--- src/rtl/pc_fetch_unit_if.sv ---
// pc_fetch_unit_if
//   Bundles the fetch stage's control inputs, instruction-ROM bus and IF/ID
//   pipeline register outputs.
//   master : the fetch unit (drives ce, pc and the IF/ID fields)
//   slave  : the environment (hazard controller, ID stage, ROM, decode)
//   Signals:
//     stall_if, stall_id        hazard-controller stalls
//     branch_flag/target        taken branch/jump redirect from ID
//     flush/flush_pc            exception/eret redirect
//     inst_i                    word returned by the combinational ROM
//     ce, pc                    ROM chip enable and byte address (registered)
//     if_id_pc/inst/valid       IF/ID pipeline register contents
interface pc_fetch_unit_if;
    logic        stall_if;
    logic        stall_id;
    logic        branch_flag;
    logic [31:0] branch_target;
    logic        flush;
    logic [31:0] flush_pc;
    logic [31:0] inst_i;
    logic        ce;
    logic [31:0] pc;
    logic [31:0] if_id_pc;
    logic [31:0] if_id_inst;
    logic        if_id_valid;

    modport master (
        input  stall_if, stall_id, branch_flag, branch_target, flush, flush_pc, inst_i,
        output ce, pc, if_id_pc, if_id_inst, if_id_valid
    );

    modport slave (
        output stall_if, stall_id, branch_flag, branch_target, flush, flush_pc, inst_i,
        input  ce, pc, if_id_pc, if_id_inst, if_id_valid
    );
endinterface

--- src/rtl/pc_fetch_unit.sv ---
// pc_fetch_unit
//   Instruction-fetch stage of the five-stage MIPS pipeline. Holds the PC,
//   drives the ROM chip enable/address and captures the returned word with
//   its PC into the IF/ID register. Handles sequential increment, branch
//   redirect, exception flush and per-stage stalls.
//   Ports:
//     clk  pipeline clock, rising edge
//     rst  asynchronous active-high reset
//     fif  pc_fetch_unit_if.master (controls, ROM bus, IF/ID outputs)
//   All outputs come straight from flops.
module pc_fetch_unit #(
    parameter logic [31:0] RESET_PC = 32'h0000_0000,
    parameter int unsigned PC_STEP  = 4
) (
    input  logic               clk,
    input  logic               rst,
    pc_fetch_unit_if.master    fif
);

    localparam logic [31:0] AlignMask = 32'hFFFF_FFFC;

    logic        ce_q;
    logic [31:0] pc_q,       pc_d;
    logic [31:0] id_pc_q,    id_pc_d;
    logic [31:0] id_inst_q,  id_inst_d;
    logic        id_valid_q, id_valid_d;

    // PC stays at RESET_PC until ce has risen, so the first fetch is RESET_PC.
    always_comb begin
        pc_d = pc_q;
        if (ce_q) begin
            if (fif.flush) begin
                pc_d = fif.flush_pc & AlignMask;
            end else if (fif.stall_if) begin
                // A branch seen while stalled is dropped; ID re-asserts it.
                pc_d = pc_q;
            end else if (fif.branch_flag) begin
                pc_d = fif.branch_target & AlignMask;
            end else begin
                pc_d = pc_q + 32'(PC_STEP);
            end
        end
    end

    // Branches do not squash IF/ID: the delay-slot word is captured normally.
    always_comb begin
        id_pc_d    = id_pc_q;
        id_inst_d  = id_inst_q;
        id_valid_d = id_valid_q;
        if (fif.flush || (fif.stall_if && !fif.stall_id)) begin
            id_pc_d    = '0;
            id_inst_d  = '0;
            id_valid_d = 1'b0;
        end else if (fif.stall_id) begin
            // Covers the legal stall_if&stall_id case and the illegal
            // stall_id-only case alike: hold.
            id_pc_d    = id_pc_q;
            id_inst_d  = id_inst_q;
            id_valid_d = id_valid_q;
        end else if (!ce_q) begin
            id_pc_d    = '0;
            id_inst_d  = '0;
            id_valid_d = 1'b0;
        end else begin
            id_pc_d    = pc_q;
            id_inst_d  = fif.inst_i;
            id_valid_d = 1'b1;
        end
    end

    always_ff @(posedge clk or posedge rst) begin
        if (rst) begin
            ce_q       <= 1'b0;
            pc_q       <= RESET_PC;
            id_pc_q    <= '0;
            id_inst_q  <= '0;
            id_valid_q <= 1'b0;
        end else begin
            ce_q       <= 1'b1;
            pc_q       <= pc_d;
            id_pc_q    <= id_pc_d;
            id_inst_q  <= id_inst_d;
            id_valid_q <= id_valid_d;
        end
    end

    assign fif.ce          = ce_q;
    assign fif.pc          = pc_q;
    assign fif.if_id_pc    = id_pc_q;
    assign fif.if_id_inst  = id_inst_q;
    assign fif.if_id_valid = id_valid_q;

endmodule

--- src/flat_wrapper.sv ---
// flat-port wrapper written by rule: the top's interface ports become plain ports
module pc_fetch_unit_flat 
#(
    parameter logic [31:0] RESET_PC = 32'h0000_0000,
    parameter int unsigned PC_STEP  = 4
)
  (clk, rst, fif_stall_if, fif_stall_id, fif_branch_flag, fif_branch_target, fif_flush, fif_flush_pc, fif_inst_i, fif_ce, fif_pc, fif_if_id_pc, fif_if_id_inst, fif_if_id_valid);
  pc_fetch_unit_if fif_i ();
  input  logic clk;
  input  logic rst;
  input wire logic [$bits(fif_i.stall_if)-1:0] fif_stall_if;
  input wire logic [$bits(fif_i.stall_id)-1:0] fif_stall_id;
  input wire logic [$bits(fif_i.branch_flag)-1:0] fif_branch_flag;
  input wire logic [$bits(fif_i.branch_target)-1:0] fif_branch_target;
  input wire logic [$bits(fif_i.flush)-1:0] fif_flush;
  input wire logic [$bits(fif_i.flush_pc)-1:0] fif_flush_pc;
  input wire logic [$bits(fif_i.inst_i)-1:0] fif_inst_i;
  output wire logic [$bits(fif_i.ce)-1:0] fif_ce;
  output wire logic [$bits(fif_i.pc)-1:0] fif_pc;
  output wire logic [$bits(fif_i.if_id_pc)-1:0] fif_if_id_pc;
  output wire logic [$bits(fif_i.if_id_inst)-1:0] fif_if_id_inst;
  output wire logic [$bits(fif_i.if_id_valid)-1:0] fif_if_id_valid;
  assign fif_i.stall_if = fif_stall_if;
  assign fif_i.stall_id = fif_stall_id;
  assign fif_i.branch_flag = fif_branch_flag;
  assign fif_i.branch_target = fif_branch_target;
  assign fif_i.flush = fif_flush;
  assign fif_i.flush_pc = fif_flush_pc;
  assign fif_i.inst_i = fif_inst_i;
  assign fif_ce = fif_i.ce;
  assign fif_pc = fif_i.pc;
  assign fif_if_id_pc = fif_i.if_id_pc;
  assign fif_if_id_inst = fif_i.if_id_inst;
  assign fif_if_id_valid = fif_i.if_id_valid;
  pc_fetch_unit #(.RESET_PC(RESET_PC), .PC_STEP(PC_STEP)) u_core (.clk(clk), .rst(rst), .fif(fif_i));
endmodule
--- config.mk ---
export PLATFORM = sky130hd
export DESIGN_NAME = pc_fetch_unit_flat
export DESIGN_NICKNAME = d
export VERILOG_FILES = /design/src/rtl/pc_fetch_unit_if.sv /design/src/rtl/pc_fetch_unit.sv /design/src/flat_wrapper.sv
export SDC_FILE = /design/constraint.sdc
export NUM_CORES = 1
export LEC_CHECK = 0
export BUFFER_PORTS_ARGS = -buffer_cell sky130_fd_sc_hd__buf_2
export CELL_PAD_IN_SITES_DETAIL_PLACEMENT = 0
export CELL_PAD_IN_SITES_GLOBAL_PLACEMENT = 1
export CORE_MARGIN = 2
export CORE_UTILIZATION = 35
export DETAILED_ROUTE_END_ITERATION = 12
export PLACE_DENSITY = 0.79
export SLEW_MARGIN = 40
export SYNTH_ARGS = -nofsm -noshare
export SYNTH_HDL_FRONTEND = slang
export SYNTH_SLANG_ARGS = --single-unit
export TNS_END_PERCENT = 1
--- constraint.sdc ---
create_clock -name clk -period 4.04 [get_ports clk]
set_input_delay 0.808 -clock clk [delete_from_list [all_inputs] [get_ports clk]]
set_output_delay 0.808 -clock clk [all_outputs]
set_load 0.005 [all_outputs]
## After elaboration in Yosys (flattened, before gate mapping)

Cells that the tools add are included.

| word-level totals | value |
|---|---|
| word-level logic and storage cells | 24 |
| bits in registers | 98 |
| output and inout port bits | 98 |
| input bits | 102 |

| cells by class | value |
|---|---|
| add/sub/neg operators | 1 |
| muxes and demuxes | 12 |
| equality and inequality tests | 2 |
| reductions and logical operators | 4 |

Operators by type and width:

| kind | number |
|---|---|
| $mux W32 | 9 |
| $add A32 B3 Y32 const B | 1 |
| $ne A2 B1 Y1 const B | 2 |
| $mux W1 | 3 |
| $reduce_and A2 Y1 | 1 |
| $logic_and A1 B1 Y1 | 1 |
| $logic_not A1 Y1 | 1 |
| $logic_or A1 B1 Y1 | 1 |

## Longest topological paths before layout

Gate-level depths: netlist of run 1.

| logic depth | value |
|---|---|
| word-level depth | 4 |
| gate-level depth with buffers | 7 |
| gate-level depth less buffers | 6 |

## Least setup slack after synthesis of run 1

OpenSTA, ideal clock, no wires.

| path | value |
|---|---|
| path type | input -> register |
| start point | input fif_flush |
| end point | register u_core.pc_q[15] (netlist: u_core.fif.pc[15]) |
| path slack | 2117 ps |
| data arrival time | 1788 ps |
| stages | 6 |
| setup time | 136 ps |
| required time | 3904 ps |
| cell sequence | clkbuf_1 nor2_1 and3_1 clkbuf_1 a221oi_1 o21ai_0 |

| between the ends | value |
|---|---|
| longest elaborated chain between the ends | 2 |
| elaborated cells between the ends (all ways) | 3 |
| those cells by class | eq/ne: 1; mux: 1; reduce/logical: 1 |

RTL lines:

| element | line | source |
|---|---|---|
| start, declared | flat_wrapper.sv:15 | `input wire logic [$bits(fif_i.flush)-1:0] fif_flush;` |
| $ne A2 B1 Y1 (no line) | - |  |
| $reduce_and A2 Y1 (no line) | - |  |
| end signal, assigned | pc_fetch_unit.sv:80 | `pc_q <= pc_d;` |
| end, declared | pc_fetch_unit.sv:23 | `logic [31:0] pc_q, pc_d;` |

Several ways; a longest one is shown, not always the timed one.
A chain may end at the register's enable or synchronous reset.

## Worst setup path after layout of run 1

| path | value |
|---|---|
| start point | input fif_flush |
| end point | register u_core.id_inst_q[1] (netlist: u_core.fif.if_id_inst[1]) |

| between the ends | value |
|---|---|
| longest elaborated chain between the ends | 2 |
| elaborated cells between the ends (all ways) | 3 |
| those cells by class | eq/ne: 1; mux: 1; reduce/logical: 1 |

RTL lines:

| element | line | source |
|---|---|---|
| $logic_or A1 B1 Y1 (*) | pc_fetch_unit.sv:50 | `if (fif.flush \|\| (fif.stall_if && !fif.stall_id)) begin` |
| $ne A2 B1 Y1 (no line) or $mux W32 (tied branches) | - |  |
| end signal, assigned | pc_fetch_unit.sv:82 | `id_inst_q <= id_inst_d;` |
| end, declared | pc_fetch_unit.sv:25 | `logic [31:0] id_inst_q, id_inst_d;` |

Mark *: on every way between the ends. The rest lies on a longest branch, timed or not.

==> qor.yml, run 1 <==
ant_nets: 0
core-area_um2: 12700
endpoint_kind: "register"
cts.htree.levels: 3
clock-sinks: 95
cpPeakStageDelay_ns: 0.58
rsz0062_at_grt: "no"
fin_skew_ns: 0.00938
reg2reg_depth: 4
p_clk_share_pct: 34.3
gp_congestion: 0.811
path_clk_slew_ns: 0.07
cp_max_fo: 26
hold_end: "u_core.fif.if_id_valid"
synth_edf_count: 0
p_int_mw: 1.60
cp.arrival_ns: 2.63
nets: 712
cts_tree: "built"
cp_slowest_cell: "nor2_4"
criticalPathCategory: "in -> reg"
finalHoldWorstSlack_ns: 0.472
ctsRootBufferMaster: "clkbuf_16"
vias_per_cell: 5.30
whs_path_depth: 1
syn_avg_cell_area_um2: 10.6
final_hold_viol_count: 0
switching_power_mw: 0.651
clock_path_buffers: 2
overflow: 0
wirelength_um: 13900
ys_ff_latch: 95
drc: 0
multi_input_area_um2: 2010
pin_count: 200
min_from: "u_core.fif.if_id_valid"
wl_per_cell_um: 17.7
firstDrtPassIters: 4
setup_violations: 0
synth-async-reset-ratio_pct: 100
pwr-share-comb_pct: 15.6
cp_cell_sequence: "buf_2, nor2_1, nand2_1, nor2_4, buf_4, a22o_1"
n_fill_cell: 1256
hpwl_um: 10100
switching_share_pct: 29.0
critical_path_required_ns: 4.30
seqCellArea_um2: 2380
fmax_mhz: 423
die_area_um2: 14100
fin_tns_setup_ns: 0
postSynthCellCount: 434
r2r_start: "u_core.fif.ce"
post-cts-setup-buffers: 0
status: "completed"
synth_area_um2: 4600
portBuffers: 193
layout-drive-gt1-share_pct: 36.4
start_kind: "input port"
worst_pin_slew_ns: 0.790
fp-row-count: 41
ys_warn_count: 0
hold_buffers: 0
final_cell_mix: "193 x buf_2, 95 x dfrtp_1, 66 x a22o_1, 21 x o21ai_0, 20 x nand2_1"
dr.first_iter.drc_count: 215
syn_to_final_growth_pct: 29.5
seq_area_frac_synth_pct: 51.7
fin_crit_sh_pct: 58.6
via_count: 4162
hold_class: "reg -> reg"
grt_first_pass_wirelength_um: 22000
antenna_found_initial: 2
rrSetupSlack_ns: 1.70
first_global_vias: 4018
synthDistinctLibCells: 48
p_leak_nw: 3.07
slew_headroom_pct: 47.1
power_density_nw_per_um2: 378
cts_buffers: 9
grt_max_degree: 73
finalCriticalPeriod_ns: 2.37
p_seq_share_pct: 50.2
stdcell_count: 786
cap_violations: 0
clock_latency_ns: 0.34
placedCellCount: 770
maxSlewViolCount: 0
synth_ff_type: "dfrtp_1"
die_h_um: 119
final_common_cell: "buf_2"
die_x_um: 119
start_util_pct: 36.1
globalRouteTotalUtil_pct: 19.7
vdd_drop_max_v: 0.000197
r2r-end: "u_core.fif.if_id_inst[1]"
ctsResizeCount: 0
-- per-stage QoR --
stage          total power [mW]  utilization (%)  area (um^2)  setup WS [ns]
6_report                   2.25             46.8         5950           1.67
5_1_grt                    2.37             46.8         5950           1.54
4_1_cts                    2.27             46.8         5950           1.67
3_5_place_dp               1.50             44.7         5680           1.33
3_3_place_gp               1.49             44.6         5680           1.38
2_1_floorplan              1.31                -         4600          0.755
-- power by group through the flow --
stage | Clock (mW) | Sequential (mW) | Combinational (mW)
final | 0.770 | 1.13 | 0.350
after global routing | 0.838 | 1.14 | 0.393
after CTS | 0.792 | 1.13 | 0.354
after detailed placement | 0 | 1.14 | 0.352
after global placement | 0 | 1.14 | 0.346
after floorplan | 0 | 1.11 | 0.201
-- routing by layer --
layer	routed length [um]	up-vias	global-route usage (%)
li1	-	1970	-
met1	6240	2023	27.5
met2	6610	151	30.5
met3	838	16	3.76
met4	238	2	7.07
met5	12	-	0
-- critical path: cells and delay by family --
kind            cells  cell delay, ns
compound gates      1            0.18
simple gates        3            1.04
buf+inv             2            0.57
-- cells in the mapped netlist, types with 2 or more instances --
cell	n	area, um^2
nor2b_1	7	43.8
a21oi_1	17	85.1
nor3_1	5	25.0
nand4_1	12	75.1
o21ai_1	5	25.0
a22oi_1	4	30.0
nand2_1	20	75.1
buf_1	2	7.51
conb_1	2	7.51
a211oi_1	2	15.0
a31oi_1	5	31.3
nand2b_1	5	31.3
inv_1	16	60.1
buf_4	5	37.5
nand3_1	11	55.1
a21o_1	5	37.5
o21ai_0	21	105
a221oi_1	9	78.8
a32oi_1	3	26.3
a22o_1	66	578
mux2i_1	9	90.1
xnor2_1	9	78.8
and3_1	11	68.8
nor2_1	19	71.3
buf_2	6	30.0
clkbuf_1	23	86.3
dfrtp_1	95	2380
and2_1	6	37.5
o211ai_1	2	15.0
xor2_1	10	87.6
o22ai_1	5	31.3
-- final cells by class --
cell class                      count  share of cell area (%)
Inverter                           16                    1.09
Clock inverter                      5                   0.610
Multi-Input combinational cell    288                    33.9
Timing Repair Buffer              199                    17.0
Clock buffer                       10                    3.85
Tap cell                          172                    3.62
Sequential cell                    95                    39.9
Antenna cell                        1                  0.0421
-- worst max-delay path by stage --
stage                        startpoint                        end  depth (start not counted)
after floorplan                     rst              u_core.fif.ce                          1
after global placement        fif_flush  u_core.fif.if_id_inst[13]                          6
after detailed placement      fif_flush   u_core.fif.if_id_inst[1]                          6
after CTS                 u_core.fif.ce   u_core.fif.if_id_inst[1]                          4
after global routing      u_core.fif.ce  u_core.fif.if_id_inst[18]                          4
final                         fif_flush   u_core.fif.if_id_inst[1]                          6
-- registers in the layout, indices dropped and copies added (netlist names) --
name	cells
u_core.fif.pc	30
u_core.fif.ce	1
u_core.fif.if_id_inst	32
u_core.fif.if_id_pc	31
u_core.fif.if_id_valid	1
-- kinds of logic after synthesis --
group	share of synthesized area, %
and+or+nand+nor	13.1
other	0.163
AOI/OAI and AO/OA	24.3
muxes	1.96
buffers and inverters	4.82
DFF	51.7
adders and majority gates	0.272
xor gates and xnor gates	3.62
No activity file was read; power rests on OpenSTA's default activity.
==> run 2: changes to the inputs <==
- ABC_AREA: default -> 1
- CORE_UTILIZATION: 35 -> 31
- PLACE_DENSITY: 0.79 -> 0.77
- clock period: 4.04 -> 2.1 ns (I/O delays scaled with it)
==> qor.yml, run 2 <==
first_global_vias: 4986
yosysMostFrequentCell: "nand2_1"
wirelength_um: 17000
cap_violations: 0
power_density_nw_per_um2: 707
syn_avg_cell_area_um2: 7.29
cp.arrival_ns: 1.92
r2r_start: "u_core.fif.pc[3]"
clock-sinks: 95
finalCriticalPeriod_ns: 1.68
start_kind: "register"
pin_count: 200
synth_top_cell_by_area: "dfrtp_1"
ctsResizeCount: 0
hold_class: "in -> async"
synthDistinctLibCells: 32
cp_cell_sequence: "ha_1, nand2_2, nor2_8, nand3_1, nor2_1, nand2_1, nand3_1, nand2_1, nand2_1, nand2_1"
grt_first_pass_wirelength_um: 26800
cpPeakStageDelay_ns: 0.42
fin_tns_setup_ns: 0
antenna_found_initial: 1
globalRouteTotalUtil_pct: 19.4
hpwl_um: 12100
criticalPathCategory: "reg -> reg"
post-cts-setup-buffers: 0
vias_per_cell: 4.65
largest_reg_flops: 32
die_h_um: 133
critical_path.top_delay_family: "simple AND/OR/NAND/NOR gates"
synth_ff_type: "dfrtp_1"
dr.first_iter.drc_count: 259
syn_to_final_growth_pct: 30.3
pre_cts_slack_ns: 0.425
p_leak_nw: 3.61
clock_latency_ns: 0.35
vdd_drop_max_v: 0.000378
critPathBufInv: 0
crit_top_cell: "nand2_1"
finish.utilization_pct: 40.8
fin_skew_ns: 0.00853
synth_area_um2: 5140
overflow: 0
r2r-end: "u_core.fif.pc[20]"
layout-drive-gt1-share_pct: 27.9
synthTopCellsByArea: "dfrtp_1 46%, nand2_1 12%, nand3_1 10%, o21ai_0 7.3%, nor2_1 5.6%"
seq_area_frac_synth_pct: 46.3
reg2reg_depth: 10
via_count: 5159
yosys-top-cells-count: "163 x nand2_1, 107 x nand3_1, 95 x dfrtp_1"
cts_buffers: 9
ant_nets: 0
drc: 0
cp_max_fo: 5
ctsRootBufferMaster: "clkbuf_16"
firstDrtPassIters: 5
synth_top_area_share_pct: 46.3
portBuffers: 193
synth_edf_count: 0
cts.htree.levels: 3
die_x_um: 133
final_common_cell: "buf_2"
n_fill_cell: 1757
clock_path_buffers: 2
final_cell_mix: "193 x buf_2, 163 x nand2_1, 106 x nand3_1, 95 x dfrtp_1, 77 x nor2_1"
worst_pin_slew_ns: 0.711
wl_per_cell_um: 15.3
gp_congestion: 0.827
status: "completed"
nets: 987
rrSetupSlack_ns: 0.42
path_clk_slew_ns: 0.07
maxSlewViolCount: 0
rsz0062_at_grt: "no"
endpoint_kind: "register"
grt_max_degree: 76
postSynthCellCount: 705
critical_path_required_ns: 2.35
ys_warn_count: 0
final_hold_viol_count: 0
ys_ff_latch: 95
cp_slowest_cell: "dfrtp_1"
synth-async-reset-ratio_pct: 100
start_util_pct: 31.3
slew_headroom_pct: 52.5
fp-row-count: 47
setup_violations: 0
cts_tree: "built"
layout_setup_ws_ns: 0.423
die_area_um2: 17600
core-area_um2: 16400
hold_buffers: 0
fin_crit_sh_pct: 79.9
fmax_mhz: 596
## run 2: routing by layer
layer	part of all wire, %	wire, um	vias to the layer above	global-route usage, %
li1	-	-	2630	-
met3	4.4	745	21	2.87
met4	2.1	362	0	6.99
met2	46	7760	151	30.4
met5	0	0	-	0
met1	48	8100	2357	27.4
## run 2: logic make-up (layout without fill, tap and decap cells)
family,Yosys count,in the layout,synth area share (%)
AO/OA/AOI/OAI,122,122,12.4
XOR/XNOR,2,2,0.341
adder cells (fa/ha/maj),1,1,0.244
buffers and inverters,116,298,8.74
flip-flops,95,95,46.3
other,2,4,0.146
AND/OR/NAND/NOR,367,367,31.9
## run 2: per-stage QoR
stage / instances / area [um^2] / hold slack, ns / power, mW
after global routing: 1109 / 6700 / 0.227 / 4.97
after CTS: 1108 / 6690 / 0.197 / 4.77
after floorplan: 706 / 5140 / 0.501 / 2.57
after detailed placement: 1093 / 6380 / 0.493 / 3.00
final: 1109 / 6700 / 0.180 / 4.73
after global placement: 1093 / 6380 / 0.486 / 3.00
## run 2: how the worst max path moves through the flow
stage / startpoint / endpoint / depth (start not counted) / slack [ns]
detailed placement: fif_flush / u_core.fif.if_id_pc[5] / 6 / 0.42
floorplan: rst / u_core.fif.ce / 1 / 0.56
global placement: u_core.fif.pc[3] / u_core.fif.pc[20] / 10 / 0.45
CTS: u_core.fif.pc[3] / u_core.fif.pc[20] / 10 / 0.41
global route: u_core.fif.pc[11] / u_core.fif.pc[19] / 10 / 0.24
finish: u_core.fif.pc[3] / u_core.fif.pc[20] / 10 / 0.42
## run 2: layout make-up
type	instances	area [um^2]	share of cell area, %
Timing Repair Buffer	207	1120	16.7
Multi-Input combinational cell	495	2320	34.6
Inverter	76	289	4.32
Antenna cell	1	2.50	0.0374
Sequential cell	95	2380	35.5
Tap cell	220	275	4.11
Clock inverter	6	86.3	1.29
Clock buffer	9	225	3.36
## run 2: where the power goes
| part | leakage, nW | switching, mW | internal, mW | total (mW) |
|---|---|---|---|---|
| clock network | 0.151 | 0.740 | 1.04 | 1.78 |
| registers | 1.26 | 0.157 | 1.94 | 2.10 |
| logic | 2.20 | 0.525 | 0.330 | 0.855 |
==> run 3: changes to the inputs <==
- clock period: 2.1 -> 1.4 ns (I/O delays scaled with it)
==> qor.yml, run 3 (same netlist as run 2, synthesis figures left out) <==
placed_cell_area_um2: 6880
largest_reg_flops: 32
firstDrtPassIters: 5
dr.first_iter.drc_count: 338
n_fill_cell: 1720
p_total_mw: 7.33
fmax_mhz: 649
cap_violations: 0
die_area_um2: 17600
syn_to_final_growth_pct: 42.0
cts_tree: "built"
cp_max_fo: 7
endpoint_kind: "register"
layout-drive-gt1-share_pct: 34.1
final_cell_mix: "192 x buf_2, 161 x nand2_1, 102 x nand3_1, 93 x dfrtp_1, 74 x o21ai_0"
maxUsedRoutingLayer: "met4"
wl_met2_um: 8310
grt_first_pass_wirelength_um: 27800
globalRouteTotalUtil_pct: 19.9
fin_tns_setup_ns: -1.80
path_clk_slew_ns: 0.07
hpwl_um: 13100
nets: 1048
p_seq_share_pct: 42.1
overflow: 0
gp_congestion: 0.828
wl_met3_um: 647
reg2reg_depth: 10
pwr-share-comb_pct: 23.2
ctsRootBufferMaster: "clkbuf_16"
final_hold_viol_count: 0
clock-sinks: 95
die_x_um: 133
setup_violations: 24
switching_power_mw: 2.21
r2r_start: "u_core.fif.pc[3]"
ant_nets: 0
r2r-end: "u_core.fif.pc[31]"
first_global_vias: 5157
cts.htree.levels: 3
maxSlewViolCount: 0
clock_latency_ns: 0.35
pin_count: 200
status: "complete, but fails checks"
switching_share_pct: 30.2
drc: 0
criticalPathCategory: "reg -> reg"
p_leak_nw: 3.95
via_count: 5400
p_clk_share_pct: 34.7
fin_area_um2: 7290
fin_crit_sh_pct: 110
layout_setup_ws_ns: -0.141
rsz0062_at_grt: "yes"
grt_max_degree: 68
rrSetupSlack_ns: -0.14
start_kind: "register"
wl_per_cell_um: 14.9
fp-row-count: 47
vdd_drop_max_v: 0.000636
drt-met1-wl_um: 8240
diodes: 0
portBuffers: 193
clock_path_buffers: 2
cp.arrival_ns: 1.78
core-area_um2: 16400
finalCriticalPeriod_ns: 1.54
power_density_nw_per_um2: 1010
final_common_cell: "buf_2"
fin_skew_ns: 0.00769
vias_per_cell: 4.62
start_util_pct: 31.3
critical_path_required_ns: 1.64
antenna_found_initial: 0
multi_input_area_um2: 2390
hold_class: "in -> async"
violations: "setup timing"
seqCellArea_um2: 2380
cts_buffers: 9
wirelength_um: 17400
die_h_um: 133
p_int_mw: 5.12
run 3: how the worst max path moves through the flow:
stage / from / end / slack [ns] / depth (start not counted)
finish: u_core.fif.pc[3] / u_core.fif.pc[31] / -0.14 / 10
global route: u_core.fif.pc[3] / u_core.fif.pc[28] / -0.24 / 10
CTS: u_core.fif.pc[3] / u_core.fif.pc[22] / -0.14 / 10
detailed placement: u_core.fif.pc[3] / u_core.fif.pc[20] / -0.16 / 10
global placement: u_core.fif.pc[3] / u_core.fif.pc[24] / -0.10 / 10
floorplan: u_core.fif.pc[3] / u_core.fif.pc[26] / -0.11 / 10
run 3: metrics by stage:
step | setup WS (ns) | util (%) | hold slack, ns | std cells
4_1_cts | -0.137 | 44.0 | 0.0530 | 1167
6_report | -0.141 | 44.5 | 0.0186 | 1170
2_1_floorplan | -0.108 | - | 0.425 | 706
3_5_place_dp | -0.157 | 41.9 | 0.427 | 1151
3_3_place_gp | -0.102 | 41.9 | 0.428 | 1151
5_1_grt | -0.241 | 44.5 | 0.0593 | 1170
run 3: timing repair:
item / in CTS / in global routing
setup endpoints to repair: 25 / 29
gates resized for setup: 9 / 16
cloned: 0 / 0
endpoints found under the hold margin: 0 / 0
pin swaps: 2 / 4
hold buffers: 0 / 0
buffers inserted: 0 / 3
run 3: power by group through the flow:
| stage | logic [mW] | clock network, mW | registers (mW) |
|---|---|---|---|
| 2_1_floorplan | 0.690 | 0 | 3.17 |
| 3_3_place_gp | 1.65 | 0 | 3.13 |
| 3_5_place_dp | 1.66 | 0 | 3.13 |
| 4_1_cts | 1.69 | 2.62 | 3.08 |
| 5_1_grt | 1.89 | 2.72 | 3.11 |
| 6_report | 1.70 | 2.54 | 3.09 |
run 3: critical path, cell delays in order, from the launching register on:
cell,delay (ns)
dfrtp_1,0.39
buf_4,0.13
nand2_2,0.06
nor2_4,0.16
nand2_2,0.10
nor2_4,0.22
nand3_2,0.11
nand3_2,0.08
nand2_1,0.05
nand2_1,0.06
nand2_1,0.05
run 3: layer usage:
metal  GRT usage, %  vias up
met2           32.0      135
met5              0        -
met4           4.84        0
li1               -     2743
met3           2.76       13
met1           28.4     2509
run 3: layout make-up:
class	count	share of cell area, %
multi-input combinational	495	32.8
sequential	95	32.6
timing repair buffer	268	22.7
inverter	76	3.96
tap	220	3.77
clock buffer	12	3.38
clock inverter	4	0.738
